$ cat config.mk
export PLATFORM = sky130hd
export DESIGN_NAME = seq_divider
export DESIGN_NICKNAME = d
export VERILOG_FILES = /design/src/rtl/seq_divider_pkg.sv /design/src/rtl/div_trial_sub.sv /design/src/rtl/seq_divider.sv
export SDC_FILE = /design/constraint.sdc
export NUM_CORES = 1
export LEC_CHECK = 0
export CAP_MARGIN = 10
export CELL_PAD_IN_SITES_DETAIL_PLACEMENT = 1
export CELL_PAD_IN_SITES_GLOBAL_PLACEMENT = 1
export CORE_MARGIN = 2
export CORE_UTILIZATION = 32
export DETAILED_ROUTE_END_ITERATION = 6
export PLACE_DENSITY = 0.71
export SLEW_MARGIN = 20
export SYNTH_ARGS = -nofsm -noshare
export SYNTH_HDL_FRONTEND = slang
export SYNTH_HIERARCHICAL = 1
export SYNTH_SLANG_ARGS = --single-unit
$ cat constraint.sdc
create_clock -name Clock -period 3.6 [get_ports Clock]
set_input_delay 0.36 -clock Clock [delete_from_list [all_inputs] [get_ports Clock]]
set_output_delay 0.36 -clock Clock [all_outputs]
set_load 0.005 [all_outputs]
$ cat src/rtl/seq_divider_pkg.sv
// Shared types and helpers for the sequential restoring divider.
package seq_divider_pkg;

    typedef enum logic [1:0] {
        IDLE,
        CALC,
        DONE
    } div_state_t;

    // The iteration counter must be able to hold the value n itself.
    function automatic int count_width(input int width);
        return $clog2(width + 1);
    endfunction

endpackage

$ cat src/rtl/div_trial_sub.sv
// Combinational (k+1)-bit trial subtractor for one restoring-division step.
module div_trial_sub #(
    parameter int k = 16
) (
    input  logic [k-1:0] minuend,
    input  logic [k-1:0] subtrahend,
    output logic [k-1:0] diff,
    output logic         negative
);

    logic [k:0] wide;

    assign wide     = {1'b0, minuend} - {1'b0, subtrahend};
    assign diff     = wide[k-1:0];
    assign negative = wide[k];

endmodule

$ cat src/rtl/seq_divider.sv
// Sequential unsigned restoring divider: one quotient bit per clock,
// Start/Busy/Done handshake, divide-by-zero flagged without iterating.
module seq_divider
    import seq_divider_pkg::*;
#(
    parameter int n = 16
) (
    input  logic         Clock,
    input  logic         Reset,
    input  logic         Start,
    input  logic [n-1:0] A,
    input  logic [n-1:0] B,
    output logic [n-1:0] Q,
    output logic [n-1:0] R,
    output logic         Busy,
    output logic         Done,
    output logic         DivByZero
);

    localparam int count_w = count_width(n);

    div_state_t         state;
    logic [count_w-1:0] count;
    logic [n-1:0]       rem;
    logic [n-1:0]       quo;
    logic [n-1:0]       divisor;

    logic [n:0]         rem_shift;
    logic [n-1:0]       trial_diff;
    logic               trial_neg;
    logic               fits;
    logic [n-1:0]       rem_next;
    logic [n-1:0]       quo_next;

    assign rem_shift = {rem, quo[n-1]};

    div_trial_sub #(
        .k(n)
    ) u_trial (
        .minuend    (rem_shift[n-1:0]),
        .subtrahend (divisor),
        .diff       (trial_diff),
        .negative   (trial_neg)
    );

    // A carry out of the shift would mean the divisor always fits; it cannot
    // happen for an n-bit dividend, but honouring it keeps the step exact.
    assign fits     = rem_shift[n] | ~trial_neg;
    assign rem_next = fits ? trial_diff : rem_shift[n-1:0];
    assign quo_next = {quo[n-2:0], fits};

    always_ff @(posedge Clock) begin
        if (Reset) begin
            state     <= IDLE;
            count     <= '0;
            rem       <= '0;
            quo       <= '0;
            divisor   <= '0;
            Q         <= '0;
            R         <= '0;
            Busy      <= 1'b0;
            Done      <= 1'b0;
            DivByZero <= 1'b0;
        end else begin
            Done <= 1'b0;
            case (state)
                IDLE: begin
                    if (Start) begin
                        Busy <= 1'b1;
                        if (B != '0) begin
                            quo     <= A;
                            divisor <= B;
                            rem     <= '0;
                            count   <= count_w'(n);
                            state   <= CALC;
                        end else begin
                            Q         <= '1;
                            R         <= A;
                            DivByZero <= 1'b1;
                            state     <= DONE;
                        end
                    end
                end
                CALC: begin
                    rem   <= rem_next;
                    quo   <= quo_next;
                    count <= count - 1'b1;
                    if (count == count_w'(1)) begin
                        Q         <= quo_next;
                        R         <= rem_next;
                        DivByZero <= 1'b0;
                        state     <= DONE;
                    end
                end
                DONE: begin
                    Done  <= 1'b1;
                    Busy  <= 1'b0;
                    state <= IDLE;
                end
                default: begin
                    Busy  <= 1'b0;
                    state <= IDLE;
                end
            endcase
        end
    end

endmodule
==> results of run 1 <==
## cell families after synthesis
family / Yosys count
AO/OA/AOI/OAI: 143
XOR/XNOR: 11
adder cells (fa/ha/maj): 19
buffers and inverters: 63
flip-flops: 90
multiplexers: 48
AND/OR/NAND/NOR: 178
## cell usage after synthesis (2+ instances only)
| cell | instances |
|---|---|
| clkbuf_1 | 26 |
| a211oi_1 | 4 |
| buf_2 | 8 |
| dfxtp_1 | 90 |
| nand2b_1 | 7 |
| xor2_1 | 2 |
| mux2i_1 | 33 |
| a21oi_1 | 38 |
| or4_4 | 3 |
| ha_1 | 18 |
| or4_1 | 2 |
| nor2_1 | 30 |
| o311ai_0 | 2 |
| a31o_2 | 2 |
| mux2_2 | 15 |
| nand2_1 | 82 |
| o21ai_1 | 3 |
| and3_1 | 4 |
| a311oi_1 | 15 |
| xnor2_1 | 9 |
| o221a_2 | 15 |
| o21a_1 | 4 |
| nand4_1 | 2 |
| o31a_1 | 3 |
| nor2b_1 | 5 |
| nor3_1 | 6 |
| o21ai_0 | 5 |
| inv_1 | 24 |
| nand3_1 | 19 |
| or3_1 | 4 |
| o211a_1 | 2 |
| o41a_1 | 2 |
| a21o_1 | 22 |
| a31oi_1 | 16 |
| nor4_1 | 4 |
## through the flow
| step | power [mW] | instances | hold WS, ns | setup WS, ns | util (%) |
|---|---|---|---|---|---|
| after CTS | 3.356 | 793 | 0.4839 | 0.4307 | 40.61 |
| after global routing | 3.520 | 793 | 0.5073 | 0.2053 | 40.62 |
| after global placement | 2.383 | 777 | 0.4580 | 0.5600 | 38.70 |
| after floorplan | 2.037 | 552 | 0.4405 | 0.5242 | - |
| final | 3.321 | 793 | 0.4818 | 0.4263 | 40.62 |
| after detailed placement | 2.424 | 777 | 0.4740 | 0.4568 | 38.70 |
## layout by cell type, fill, tap and decap left out, types with 2 or more instances in the layout
master / n
dfxtp_1: 90
nand2_1: 82
clkdlybuf4s50_1: 68
a21oi_1: 38
mux2i_1: 33
nor2_1: 30
inv_1: 24
a21o_1: 22
nand3_1: 19
ha_1: 18
a31oi_1: 16
mux2_2: 15
o221a_2: 15
a311oi_1: 15
buf_4: 10
clkbuf_16: 9
xnor2_1: 9
nand2b_1: 7
nor3_1: 6
o21ai_0: 5
or3_1: 4
a211oi_1: 4
nor4_1: 4
o21a_1: 4
and3_1: 4
nor2b_1: 4
or4_4: 3
o21ai_1: 3
clkinv_4: 3
o31a_1: 3
or4_1: 2
o211a_1: 2
a31o_2: 2
inv_6: 2
nand4_1: 2
o311ai_0: 2
xor2_1: 2
## critical path: stages, from the launching register on
cell and delay, ns:
dfxtp_1 0.35, inv_1 0.07, ha_1 0.22, fa_1 0.44, nor2b_4 0.14, o2111a_2 0.26, o31a_1 0.21, o211a_1 0.15
o21ai_1 0.08, nand2b_1 0.35, buf_4 0.23, mux2_2 0.33, nand2_1 0.10, a311oi_1 0.10
## flip-flops by register name, indices dropped and copies added, names as in the netlist
signal     count
quo           16
count          5
rem           16
state          2
Q             16
DivByZero      1
divisor       16
Done           1
R             16
Busy           1
## cell type report
cell class	count	area [um2]
clock buffers	10	229.0
clock inverters	6	51.30
fillers	1699	8696
inverters	25	93.84
multi-input cells	399	2781
flip-flops and latches	90	1802
well taps	184	230.2
repair buffers	79	760.7
## metal layers
layer	global-route usage, %	vias up	routed length [um]
met3	4.229	20	498
met5	0	-	0
li1	-	2094	-
met2	33.68	75	7500
met1	23.19	2168	6482
met4	6.076	0	248
## how the worst min path moves through the flow
| stage | from | to | cells after the start |
|---|---|---|---|
| floorplan | count[4]$_SDFFE_PP0P_ | count[4]$_SDFFE_PP0P_ | 2 |
| global placement | count[4]$_SDFFE_PP0P_ | count[4]$_SDFFE_PP0P_ | 2 |
| detailed placement | quo[11]$_SDFFE_PP0P_ | quo[11]$_SDFFE_PP0P_ | 2 |
| CTS | quo[11]$_SDFFE_PP0P_ | quo[11]$_SDFFE_PP0P_ | 2 |
| global route | quo[11]$_SDFFE_PP0P_ | quo[11]$_SDFFE_PP0P_ | 2 |
| finish | quo[12]$_SDFFE_PP0P_ | quo[12]$_SDFFE_PP0P_ | 2 |
## power breakdown
part	internal, mW	switching (mW)	leakage (nW)
logic	0.592	0.625	1.45
registers	1.10	0.0886	0.737
clock network	0.477	0.435	0.134
==> metrics.yaml, run 1 <==
clocking:
  cts_sinks: 90
  holdBufCountCts: 0
  cts_root_buf: "clkbuf_16"
  clock_latency_ns: 0.36
  cts_tree: "yes"
  cts_resized: 0
  clk_path_buf_depth: 2
  clk_pin_slew_worst_paths_ns: 0.07
  htree_levels: 3
  numCtsBuffers: 9
  post-cts-setup-buffers: 0
yosys:
  synthXorXnorAreaFrac_pct: 1.987
  synth_top_area_share_pct: 37.16
  synthArstFlopShare_pct: 0
  synth_area_leaders: "dfxtp_1 (37%), mux2i_1 (6.8%), nand2_1 (6.3%)"
  synth_edf_count: 0
  synth-simple-area-share_pct: 17.63
  synth.cell_area_um2: 4848
  synth_cell_types: 61
  synth_adder_area_share_pct: 5.058
  yosysWarningCount: 6
  synth-seq-cells: 90
  avgSynthCellArea_um2: 8.783
  synthesis.nets: 606
  yosys.area.top_type: "dfxtp_1"
  muxShareOfSynthArea_pct: 10.30
  ys_dominant_reg_cell: "dfxtp_1"
  synth-compound-area-share_pct: 22.32
  synthCells: 552
  synth_top_family_by_area: "compound AO/OA/AOI/OAI gates"
  ys_seq_area_share_pct: 37.16
timing:
  hold_viol: 0
  fin_crit_ns: 3.174
  rsz0062_at_grt: "no"
  setup_violations: 0
  fmax_mhz: 315.1
  finalMaxSlewViolations: 0
  maxSlewHeadroom_pct: 35.31
  min_period_over_period_pct: 88.16
  tns_ns: 0
  skew_ns: 0.005358
  worst_pin_slew_ns: 0.9703
layout:
  diodes: 0
  area_growth_pct: 22.68
  final_layout_size_suffix_gt1_share_pct: 11.99
  fin_area_um2: 5948
  nNetsFinal: 658
worst_setup_path:
  rrSetupSlack_ns: 0.43
  worstRegToRegCells: 13
  critPathKind: "register to register"
  r2r_start: "quo[15]$_SDFFE_PP0P_"
  r2r-end: "R[1]$_SDFFE_PP0P_"
  crit_path_end: "R[1]$_SDFFE_PP0P_"
  crit_start: "quo[15]$_SDFFE_PP0P_"
  cp.required_ns: 3.82
  cp-end-kind: "register"
  start_kind: "register"
  critPathMaxFanout: 10
  cp_data_arrival_time_ns: 3.39
global_routing:
  antenna_found_initial: 0
  grt_pass1_vias: 4739
  grt_pass1_wl_um: 24520
  grt.total_usage_pct: 19.10
  grt_max_degree: 41
  grt.overflow.total: 0
power_and_ir_drop:
  power_density_nw_per_um2: 558.4
  power_leakage_nw: 2.325
  peakVddDrop_uv: 271.1
drt:
  wl_um: 14730
  drt_iter0_markers: 273
  routedWlPerCell_um: 18.58
  ant_nets: 0
  vias_per_cell: 5.494
  drc: 0
  dr.pass1.iters: 5
  num_vias: 4357
hold_path:
  hold_path_class: "register to register"
floorplan:
  die_w_um: 127.1
  die_h_um: 127.1
  fp-row-count: 44
  die_area_um2: 16150
  io_pins: 70
  core_um2: 14640
  floorplan.initialDensity_pct: 33.11
place:
  gp_congestion: 0.8306
  place_area_um2: 5667
  dp.final_hpwl_um: 10700
  io_buffers: 69
flow_run:
  max-cap-violations: 0
status:
  outcome: "finished, final reports clean"
Note: power is estimated with default switching activity, not from simulation.
==> run 2: changes to the inputs <==
Settings changed: TNS_END_PERCENT from default to 1.
==> results of run 2 <==
No change in the layout: final DEF, timing and power equal those of run 1.
